File: src/rtl/muldiv_unit.sv
// muldiv_unit: iterative multiply/divide unit with architectural HI/LO.
// Shift-add multiply and restoring divide share one 2*WIDTH accumulator;
// one bit is resolved per cycle, so an operation takes WIDTH+1 edges.
// Optional macro MULDIV_SIGNED_EN enables signed MULT/DIV (op_i[1]=1).
// Ports:
//   clk_i, rst_i        clock, async active-high reset
//   start_i, op_i       request and op (00 MULTU, 01 DIVU, 10 MULT, 11 DIV)
//   a_i, b_i            operands, sampled on the accept edge
//   flush_i             abort any in-flight operation
//   mthi_i, mtlo_i      write wdata_i to HI / LO when not busy
//   busy_o, done_o      running / one-cycle result-written pulse
//   hi_o, lo_o          HI (product high / remainder), LO (low / quotient)
module muldiv_unit #(
    parameter int WIDTH = 32,
    parameter int CNT_W = $clog2(WIDTH) + 1
) (
    input  logic             clk_i,
    input  logic             rst_i,
    input  logic             start_i,
    input  logic [1:0]       op_i,
    input  logic [WIDTH-1:0] a_i,
    input  logic [WIDTH-1:0] b_i,
    input  logic             flush_i,
    input  logic             mthi_i,
    input  logic             mtlo_i,
    input  logic [WIDTH-1:0] wdata_i,
    output logic             busy_o,
    output logic             done_o,
    output logic [WIDTH-1:0] hi_o,
    output logic [WIDTH-1:0] lo_o
);
    typedef enum logic [1:0] {IDLE, RUN, DONE} state_t;

    state_t             r_state;
    state_t             w_state_nxt;
    logic [WIDTH-1:0]   r_a;
    logic [WIDTH-1:0]   r_b;
    logic [WIDTH-1:0]   r_hi;
    logic [WIDTH-1:0]   r_lo;
    logic [2*WIDTH-1:0] r_acc;
    logic [CNT_W-1:0]   r_cnt;
    logic               r_div;

    logic               w_idle_or_done;
    logic               w_accept;
    logic               w_dbz;
    logic               w_last;
    logic               w_fin;
    logic [WIDTH-1:0]   w_a_mag;
    logic [WIDTH-1:0]   w_b_mag;
    logic [WIDTH:0]     w_msum;
    logic [WIDTH:0]     w_rsh;
    logic [WIDTH:0]     w_dsub;
    logic               w_qbit;
    logic [2*WIDTH-1:0] w_mnext;
    logic [2*WIDTH-1:0] w_dnext;
    logic [2*WIDTH-1:0] w_step;
    logic [WIDTH-1:0]   w_res_hi;
    logic [WIDTH-1:0]   w_res_lo;

    assign w_idle_or_done = (r_state != RUN);
    assign w_accept       = w_idle_or_done & start_i & ~flush_i;
    assign w_dbz          = w_accept & op_i[0] & (b_i == '0);
    assign w_last         = (r_state == RUN) & (r_cnt == CNT_W'(WIDTH - 1));
    assign w_fin          = w_last & ~flush_i;

`ifdef MULDIV_SIGNED_EN
    logic w_sa;
    logic w_sb;
    logic r_neg_q;
    logic r_neg_r;
    logic [2*WIDTH-1:0] w_prod;

    assign w_sa    = op_i[1] & a_i[WIDTH-1];
    assign w_sb    = op_i[1] & b_i[WIDTH-1];
    assign w_a_mag = w_sa ? -a_i : a_i;
    assign w_b_mag = w_sb ? -b_i : b_i;
`else
    assign w_a_mag = a_i;
    assign w_b_mag = b_i;
`endif

    // Multiply: add multiplicand into the upper half when the current
    // multiplier bit (LSB of shifting r_a) is set, then shift right.
    assign w_msum  = {1'b0, r_acc[2*WIDTH-1:WIDTH]}
                   + {1'b0, (r_a[0] ? r_b : '0)};
    assign w_mnext = {w_msum, r_acc[WIDTH-1:1]};

    // Divide: bring in the next dividend bit (MSB of shifting r_a),
    // subtract the divisor if it fits; quotient bits enter at the LSB.
    assign w_rsh   = {r_acc[2*WIDTH-1:WIDTH], r_a[WIDTH-1]};
    assign w_qbit  = (w_rsh >= {1'b0, r_b});
    assign w_dsub  = w_rsh - {1'b0, r_b};
    assign w_dnext = {(w_qbit ? w_dsub[WIDTH-1:0] : w_rsh[WIDTH-1:0]),
                      r_acc[WIDTH-2:0], w_qbit};

    assign w_step  = r_div ? w_dnext : w_mnext;

`ifdef MULDIV_SIGNED_EN
    assign w_prod = r_neg_q ? -w_step : w_step;
    always_comb begin
        w_res_hi = w_prod[2*WIDTH-1:WIDTH];
        w_res_lo = w_prod[WIDTH-1:0];
        if (r_div) begin
            w_res_hi = r_neg_r ? -w_step[2*WIDTH-1:WIDTH]
                               : w_step[2*WIDTH-1:WIDTH];
            w_res_lo = r_neg_q ? -w_step[WIDTH-1:0]
                               : w_step[WIDTH-1:0];
        end
    end
`else
    assign w_res_hi = w_step[2*WIDTH-1:WIDTH];
    assign w_res_lo = w_step[WIDTH-1:0];
`endif

    always_ff @(posedge clk_i or posedge rst_i) begin
        if (rst_i) begin
            r_state <= IDLE;
        end else begin
            r_state <= w_state_nxt;
        end
    end

    always_comb begin
        w_state_nxt = r_state;
        unique case (r_state)
            IDLE, DONE: begin
                if (w_dbz) begin
                    w_state_nxt = DONE;
                end else if (w_accept) begin
                    w_state_nxt = RUN;
                end else begin
                    w_state_nxt = IDLE;
                end
            end
            RUN: begin
                if (w_last) begin
                    w_state_nxt = DONE;
                end
            end
            default: w_state_nxt = IDLE;
        endcase
        if (flush_i) begin
            w_state_nxt = IDLE;
        end
    end

    always_ff @(posedge clk_i or posedge rst_i) begin
        if (rst_i) begin
            r_a   <= '0;
            r_b   <= '0;
            r_acc <= '0;
            r_cnt <= '0;
            r_div <= 1'b0;
            r_hi  <= '0;
            r_lo  <= '0;
`ifdef MULDIV_SIGNED_EN
            r_neg_q <= 1'b0;
            r_neg_r <= 1'b0;
`endif
        end else begin
            if (w_accept) begin
                r_a   <= w_a_mag;
                r_b   <= w_b_mag;
                r_div <= op_i[0];
                r_acc <= '0;
                r_cnt <= '0;
`ifdef MULDIV_SIGNED_EN
                r_neg_q <= w_sa ^ w_sb;
                r_neg_r <= w_sa;
`endif
            end else if (r_state == RUN) begin
                r_acc <= w_step;
                r_a   <= r_div ? {r_a[WIDTH-2:0], 1'b0}
                               : {1'b0, r_a[WIDTH-1:1]};
                r_cnt <= r_cnt + CNT_W'(1);
            end

            // Result writes win over mthi/mtlo on the same edge.
            if (w_dbz) begin
                r_hi <= a_i;
                r_lo <= '1;
            end else if (w_fin) begin
                r_hi <= w_res_hi;
                r_lo <= w_res_lo;
            end else if (w_idle_or_done) begin
                if (mthi_i) begin
                    r_hi <= wdata_i;
                end
                if (mtlo_i) begin
                    r_lo <= wdata_i;
                end
            end
        end
    end

    assign busy_o = (r_state == RUN);
    assign done_o = (r_state == DONE);
    assign hi_o   = r_hi;
    assign lo_o   = r_lo;
endmodule

File: config.mk
export PLATFORM = sky130hd
export DESIGN_NAME = muldiv_unit
export DESIGN_NICKNAME = d
export VERILOG_FILES = /design/src/rtl/muldiv_unit.sv
export SDC_FILE = /design/constraint.sdc
export NUM_CORES = 1
export LEC_CHECK = 0
export CORE_ASPECT_RATIO = 0.8
export CORE_UTILIZATION = 55
export CTS_CLUSTER_SIZE = 12
export DETAILED_ROUTE_END_ITERATION = 8
export GPL_ROUTABILITY_DRIVEN = 1
export GPL_TIMING_DRIVEN = 0
export PLACE_DENSITY = 0.8
export SYNTH_ARGS = -nofsm -noshare
export SYNTH_HDL_FRONTEND = slang
export SYNTH_SLANG_ARGS = --single-unit
export TNS_END_PERCENT = 30
File: constraint.sdc
create_clock -name clk_i -period 10.66 [get_ports clk_i]
set_clock_uncertainty 0.2 [all_clocks]
set_input_delay 1.066 -clock clk_i [delete_from_list [all_inputs] [get_ports clk_i]]
set_output_delay 1.066 -clock clk_i [all_outputs]
set_load 0.03 [all_outputs]
==> results of run 1 <==
## power breakdown
group / internal (µW) / switching [µW]
logic: 863 / 1330
registers: 912 / 169
clock network: 489 / 341
## synthesized netlist by cell type, drive strengths merged (8+ instances only)
library cell,number
nand2,286
dfrtp,201
o21ai,162
a21oi,120
clkbuf,82
nor2,69
ha,65
mux2i,59
inv,56
a211oi,43
and2,41
mux2,41
a31oi,39
xnor2,30
nor2b,29
xor2,26
a21o,25
nand4,21
nor3,21
nand3,20
a22o,17
buf,15
o21bai,12
nor4,11
nand2b,9
and3,8
o21a,8
o221a,8
## routing by layer
layer	wire, µm	track usage	up-vias
li1	-	-	6102
met1	20900	0.557	6620
met2	21500	0.593	872
met3	6260	0.112	136
met4	1840	0.137	0
met5	0	0	-
## how the worst max path moves through the flow
stage / start / end / slack (ps) / cells past startpoint
after floorplan: rst_i / hi_o[0] / 3910 / 1
after global placement: rst_i / r_cnt[3] / 1090 / 2
after detailed placement: r_a[0] / hi_o[27] / 5680 / 15
after CTS: r_a[0] / hi_o[27] / 5650 / 15
after global routing: r_a[0] / hi_o[27] / 5350 / 15
final: r_a[0] / hi_o[27] / 5530 / 15
## layout make-up
class | count | share of cell area
multi-input cells | 1247 | 0.482
inverters | 56 | 0.0133
flip-flops and latches | 201 | 0.306
well taps | 312 | 0.0238
clock buffers | 32 | 0.0409
clock inverters | 9 | 0.00602
plain buffers | 97 | 0.0230
repair buffers | 169 | 0.104
## through the flow
step | utilization | hold WS (ps) | std cells | total power [µW] | area, µm²
after CTS | 0.691 | 306 | 2123 | 4030 | 16400
final | 0.691 | 302 | 2123 | 4100 | 16400
after global routing | 0.691 | 341 | 2123 | 4290 | 16400
after floorplan | - | 249 | 1601 | 2530 | 13500
after global placement | 0.657 | 270 | 2081 | 3160 | 15600
after detailed placement | 0.658 | 295 | 2082 | 3200 | 15600
## sequential cells by signal, indices dropped and copies added, names as in the netlist
register and count:
r_a 32, r_b 32, hi_o 32, r_acc 64
lo_o 32, r_state 2, r_cnt 6, r_div 1
## worst max-delay path, cell delays in order, from the launching register on
cell and delay (ps):
dfrtp_1 690, clkbuf_1 500, and2_1 220, ha_1 210, inv_1 70, fa_1 420, nand2b_1 200, a21oi_1 260
o2111ai_1 260, a211oi_1 460, o21ai_0 260, o21ai_0 350, a21boi_0 190, xnor2_1 240, a221oi_1 340, o31ai_1 130
## kinds of logic (layout without fill, tap and decap cells)
logic type               count (synthesis)  after routing  share of synthesized area
AND/OR/NAND/NOR                        534            534                      0.181
AO/OA/AOI/OAI                          490            490                      0.227
flip-flops                             201            201                      0.372
buffers and inverters                  153            363                     0.0434
multiplexers                           100            100                     0.0783
adder cells (fa/ha/maj)                 67             67                     0.0630
XOR/XNOR                                56             56                     0.0362
==> flow_summary.yaml, run 1 <==
finish:
  fill_cells: 1962
  multiInputGateArea_um2: 7920
  final_cell_mix: "nand2_1, dfrtp_1, clkdlybuf4s50_1, o21ai_0, a21oi_1"
  drive_above_1_share: 0.0602
  regArea_um2: 5030
  diodes: 0
  syn2layout_area_growth_pct: 21.3
  mostFrequentLayoutCell: "nand2_1"
  nNetsFinal: 1967
logic_synthesis:
  ys_warn_count: 0
  syn_nets: 1772
  ys_types: 70
  syn_area_um2: 13500
  synth_area_leader_cell: "dfrtp_1"
  synth_top_area_frac: 0.372
  seq_area_frac_synth: 0.372
  synth_seq_cells: 201
  synth_edf_count: 0
  async_reset_ff_frac: 1.00
  avgSynthCellArea_um2: 8.46
  netlist_instances: 1601
  ys_top_cells_by_area: "dfrtp_1, nand2_1, ha_1, o21ai_0, a21oi_1"
  yosys_most_used_dff: "dfrtp_1"
clock_tree:
  cts.clk_slew.worst_paths_ps: 60
  cts_max_level: 1
  clk_latency_ps: 520
  ctsHoldBuffers: 0
  clkSinkCount: 201
  clock_tree.root_cell: "clkbuf_16"
  cts_made_buffers: 24
  clock_tree.buffer_depth: 3
  post-cts-setup-buffers: 0
  cts_tree: "built"
  ctsResizeCount: 0
critical_path:
  required_ps: 10840
  critPathKind: "flop to flop"
  rr_endpoint: "hi_o[27]"
  reg2reg_depth: 15
  worst_setup_path_start_kind: "flop"
  path_max_fanout: 10
  crit-reg2reg-launch: "r_a[0]"
  crit_path_end_kind: "flop"
  r2r_slack_ps: 5530
  arrival_ps: 5320
drt:
  via_count: 13700
  via_per_inst: 6.47
  drt_iter0_markers: 1764
  ant_nets: 0
  drtPass1Iterations: 6
  wl_per_cell_um: 23.8
  routed_wl_um: 50500
  drc: 0
power_and_ir_drop:
  peakVddDrop_mv: 0.178
  p_leak_uw: 0.00718
  powerDensity_nw_per_um2: 250
placement:
  port_buffers: 168
  post-place-ws_ps: 5680
  post-dp-hpwl_um: 38700
  place_congestion: 0.992
floorplan:
  start_util: 0.569
  num_io_pins: 170
  chipWidth_um: 177
  die_area_um2: 25200
  num_rows: 50
  die_h_um: 142
  core-area_um2: 23800
hold_path:
  whs_path_depth: 1
  worstHoldPathType: "flop to flop"
  holdPathEnd: "r_cnt[4]"
  hold_start: "r_cnt[4]"
global_routing:
  track_usage: 0.399
  grt_start_max_net_pins: 119
  grt_pass1_wl_um: 76200
  gr-total-overflow: 0
  grt_pass1_vias: 13000
  antenna_found_initial: 0
timing:
  hold_viol_final: 0
  slew_headroom: 0.164
  post-route-period-util: 0.481
  setup_tns_ps: 0
  finalSetupViolCount: 0
  worst_slack_ps: 5530
  tightest_slew_ps: 1240
  finalMaxSlewViolations: 0
  finalCriticalPeriod_ps: 5130
  fmax_mhz: 195
  rsz0062_at_grt: "false"
run:
  drv_cap: 0
run_status:
  status: "completed"
No activity file was read; power rests on OpenSTA's default activity.
==> run 2: changes to the inputs <==
CORE_UTILIZATION = 51   (was 55)
PLACE_DENSITY = 0.78   (was 0.8)
clock period = 4.4 ns   (was 10.66 ns; I/O delays follow)
==> run 2 against run 1 <==
Non-clock buffer count increased by 6. Worst hold slack worse by 170 ps. Count of clock-buffer cells in the layout shrank 1. Clock power increased by 130%. Largest cell class unchanged. Wire length fell by 1.4%. Critical path type unchanged. Sequential power up 140%. Global-route usage down 3.5 points.
==> flow_summary.yaml, run 2 (synthesis gave the netlist of run 1 again) <==
run_status:
  status: "completed"
critical_path:
  worst_setup_path_start_kind: "flop"
  crit-reg2reg-launch: "r_acc[32]"
  required_ps: 4660
  arrival_ps: 4630
  path_max_fanout: 10
  rr_endpoint: "hi_o[7]"
  crit_path_end_kind: "flop"
  r2r_slack_ps: 30
  reg2reg_depth: 12
  critPathKind: "flop to flop"
finish:
  regMostFlops: "r_acc"
  multiInputGateArea_um2: 7940
  regArea_um2: 5030
  fill_cells: 2200
  largest_register_ffs: 64
  syn2layout_area_growth_pct: 21.8
  nNetsFinal: 1972
  final_cell_mix: "nand2_1, dfrtp_1, clkdlybuf4s50_1, o21ai_0, a21oi_1"
  mostFrequentLayoutCell: "nand2_1"
  drive_above_1_share: 0.0645
  diodes: 0
timing:
  tightest_slew_ps: 1090
  rsz0062_at_grt: "false"
  worst_slack_ps: 29.6
  fmax_mhz: 229
  finalSetupViolCount: 0
  slew_headroom: 0.267
  finalCriticalPeriod_ps: 4370
  finalMaxSlewViolations: 0
  hold_viol_final: 0
  setup_tns_ps: 0
  post-route-period-util: 0.993
power_and_ir_drop:
  netSwitchingFraction: 0.451
  powerDensity_nw_per_um2: 592
  p_int_uw: 5360
  total_power_uw: 9770
  power_frac_comb: 0.541
  p_clk_frac: 0.191
  peakVddDrop_mv: 0.319
  p_sw_uw: 4410
  p_leak_uw: 0.00718
  seqPwrFrac: 0.268
drt:
  via_count: 13600
  routed_wl_um: 49700
  ant_nets: 0
  via_per_inst: 6.30
  drc: 0
  drtPass1Iterations: 6
  drt_iter0_markers: 1729
  wl_per_cell_um: 23.0
clock_tree:
  clock_tree.buffer_depth: 3
  clk_latency_ps: 520
  ctsHoldBuffers: 0
  clock_tree.root_cell: "clkbuf_16"
  cts.clk_slew.worst_paths_ps: 70
  cts_made_buffers: 23
  cts_tree: "built"
  cts_max_level: 1
  clkSinkCount: 201
floorplan:
  die_h_um: 148
  num_rows: 52
  num_io_pins: 170
  start_util: 0.527
  chipWidth_um: 184
  core-area_um2: 25700
  die_area_um2: 27200
placement:
  post-dp-hpwl_um: 38500
  post-place-ws_ps: -474
  place_congestion: 1.00
  port_buffers: 168
global_routing:
  gr-total-overflow: 0
  grt_start_max_net_pins: 42
  grt_pass1_vias: 12800
  track_usage: 0.365
  antenna_found_initial: 3
  grt_pass1_wl_um: 75300
run:
  drv_cap: 0
hold_path:
  worstHoldPathType: "input pin to async pin"
## run 2: layout make-up
class | count | share of cell area
Timing Repair Buffer | 175 | 0.109
Multi-Input combinational cell | 1247 | 0.481
Clock buffer | 31 | 0.0379
Inverter | 56 | 0.0130
Tap cell | 351 | 0.0266
Sequential cell | 201 | 0.305
Clock inverter | 8 | 0.00417
Buffer | 97 | 0.0231
## run 2: what timing repair did
action,CTS,global route
pin swaps,0,2
setup buffers,0,2
setup endpoints to repair,13,11
gates resized for setup,4,7
endpoints found under the hold margin,0,0
## run 2: worst max-delay path, stage by stage, from the launching register on
cell and delay (ps):
dfrtp_1 470, ha_1 320, nor2b_1 150, o31a_1 270
o21ai_0 470, a21o_1 280, a21oi_2 140, o2111ai_4 510
nand2_4 250, buf_6 270, mux2i_1 130, a21oi_1 520
o221a_2 300
## run 2: how the worst max path moves through the flow
stage / endpoint / start / slack, ps
2_1_floorplan: hi_o[27] / r_a[0] / 950
3_3_place_gp: r_a[10] / rst_i / -530
3_5_place_dp: hi_o[27] / r_a[0] / -470
4_1_cts: hi_o[27] / r_a[0] / 50
5_1_grt: hi_o[27] / r_a[0] / 10
6_report: hi_o[7] / r_acc[32] / 30
## run 2: power by group through the flow
stage                     Combinational (µW)  Sequential, µW  Clock (µW)
after detailed placement                5110            2620           0
after floorplan                         3500            2640           0
after global routing                    5670            2640        1940
after global placement                  5030            2610           0
after CTS                               5150            2590        1860
final                                   5290            2610        1870
## run 2: metrics by stage
step                utilization  std cells  hold slack (ps)  instance area [µm²]
floorplan                     -       1601              249                13500
global placement          0.609       2120              274                15700
detailed placement        0.613       2125              300                15800
CTS                       0.641       2164              147                16500
global route              0.642       2166              195                16500
finish                    0.642       2166              136                16500
## run 2: layer usage
| layer | routed length, µm | GRT usage |
|---|---|---|
| met2 | 20900 | 0.529 |
| met1 | 20900 | 0.521 |
| met5 | 23 | 0 |
| met4 | 1670 | 0.118 |
| met3 | 6250 | 0.104 |
==> run 3: changes to the inputs <==
CAP_MARGIN = 25   (was not set)
==> run 3 against run 2 <==
Setup slack improved by 32 ps. Count of clock-buffer cells in the layout unchanged. Final cell count about the same. Global-route usage did not move.
==> flow_summary.yaml, run 3 (synthesis gave the netlist of run 1 again) <==
placement:
  post-dp-hpwl_um: 38500
  port_buffers: 168
  post-place-ws_ps: -474
  place_congestion: 1.00
drt:
  via_count: 13600
  drc: 0
  ant_nets: 0
  drt_iter0_markers: 1705
  drtPass1Iterations: 5
  wl_per_cell_um: 22.9
  routed_wl_um: 49600
  via_per_inst: 6.27
finish:
  nNetsFinal: 1973
  regMostFlops: "r_acc"
  fill_cells: 2199
  mostFrequentLayoutCell: "nand2_1"
  drive_above_1_share: 0.0650
  syn2layout_area_growth_pct: 21.9
  final_cell_mix: "nand2_1, dfrtp_1, clkdlybuf4s50_1, o21ai_0, a21oi_1"
  largest_register_ffs: 64
power_and_ir_drop:
  p_leak_uw: 0.00719
  peakVddDrop_mv: 0.320
  powerDensity_nw_per_um2: 592
floorplan:
  chipWidth_um: 184
  die_h_um: 148
  num_rows: 52
  start_util: 0.527
  core-area_um2: 25700
  die_area_um2: 27200
  num_io_pins: 170
hold_path:
  worstHoldPathType: "input pin to async pin"
global_routing:
  antenna_found_initial: 3
  gr-total-overflow: 0
  grt_pass1_wl_um: 75300
  track_usage: 0.365
  grt_start_max_net_pins: 42
  grt_pass1_vias: 12800
critical_path:
  required_ps: 4660
  crit_path_end_kind: "flop"
  reg2reg_depth: 13
  startpoint: "r_a[31]"
  path_max_fanout: 10
  worstPathCellList: "inv_1 > ha_1 > nor2b_1 > o31a_1 > o21ai_0 > a21o_1 > a21oi_2 > o2111ai_4 > nand2_4 > buf_6 > mux2i_1 > a21oi_1 > o221a_2"
  rr_endpoint: "hi_o[7]"
  critPathKind: "flop to flop"
  crit-reg2reg-launch: "r_a[31]"
  r2r_slack_ps: 60
  endpoint: "hi_o[7]"
  crit_slowest_cell: "a21oi_1"
  max_stage_delay_ps: 530
  worst_setup_path_start_kind: "flop"
  arrival_ps: 4600
timing:
  worst_slack_ps: 61.5
  fmax_mhz: 230
  rsz0062_at_grt: "false"
  finalCriticalPeriod_ps: 4340
  tightest_slew_ps: 1070
  setup_tns_ps: 0
  post-route-period-util: 0.986
  finalMaxSlewViolations: 0
  finalSetupViolCount: 0
  hold_viol_final: 0
  slew_headroom: 0.285
clock_tree:
  cts.clk_slew.worst_paths_ps: 70
  cts_tree: "built"
  clock_tree.root_cell: "clkbuf_16"
  ctsHoldBuffers: 0
  clk_latency_ps: 520
  cts_max_level: 1
  clock_tree.buffer_depth: 3
  clkSinkCount: 201
  cts_made_buffers: 23
run_status:
  status: "completed"
run:
  drv_cap: 0
run 3: cell count changes in the layout (fill, tap and decap cells not counted):
cell      previous run  this run
diode_2              0         1
clkbuf_2             0         1
run 3: worst min path at each step:
stage	slack, ps	to
5_1_grt	200	r_b[12]
3_3_place_gp	270	r_acc[31]
6_report	140	r_b[12]
3_5_place_dp	300	r_acc[31]
2_1_floorplan	250	r_acc[31]
4_1_cts	150	r_b[12]
run 3: stage by stage:
| stage | utilization | std cells | area (µm²) | total power [µW] | hold slack (ps) |
|---|---|---|---|---|---|
| floorplan | - | 1601 | 13500 | 6140 | 249 |
| global route | 0.642 | 2167 | 16500 | 10300 | 195 |
| detailed placement | 0.613 | 2125 | 15800 | 7730 | 300 |
| CTS | 0.641 | 2164 | 16500 | 9600 | 147 |
| global placement | 0.609 | 2120 | 15700 | 7640 | 274 |
| finish | 0.642 | 2168 | 16500 | 9780 | 137 |
run 3: critical path: cells and delay by family (launching register included):
| kind | cells | cell delay, ps |
|---|---|---|
| buf+inv | 2 | 490 |
| compound gates | 7 | 2480 |
| fa+ha+maj | 1 | 210 |
| simple gates | 2 | 300 |
| mux | 1 | 130 |
| flops | 1 | 450 |
run 3: routing by layer:
metal,part of all wire,routed length [µm],vias to the layer above,track usage
met4,0.033,1630,4,0.118
li1,-,-,6116,-
met1,0.42,20800,6518,0.521
met3,0.13,6280,113,0.104
met2,0.42,20800,846,0.529
met5,0.00064,32,-,0
run 3: repair_timing:
action / CTS / global route
pin swaps: 0 / 2
endpoints found under the setup margin: 13 / 11
buffers inserted: 0 / 2
hold endpoints to repair: 0 / 0
gates resized for setup: 4 / 7
run 3: cell type report:
cell class              instances  area, µm²  area share
plain buffers                  97        382      0.0231
inverters                      56        214      0.0130
clock inverters                 8       68.8     0.00417
flip-flops and latches        201       5030       0.305
repair buffers                176       1800       0.109
diodes                          1       2.50    0.000152
clock buffers                  31        626      0.0379
multi-input cells            1247       7940       0.481
well taps                     351        439      0.0266
run 3: power breakdown:
group	total [µW]	switching (µW)	internal [µW]
sequential	2620	406	2210
clock	1870	818	1050
combinational	5290	3190	2100
total	9780	4410	5360
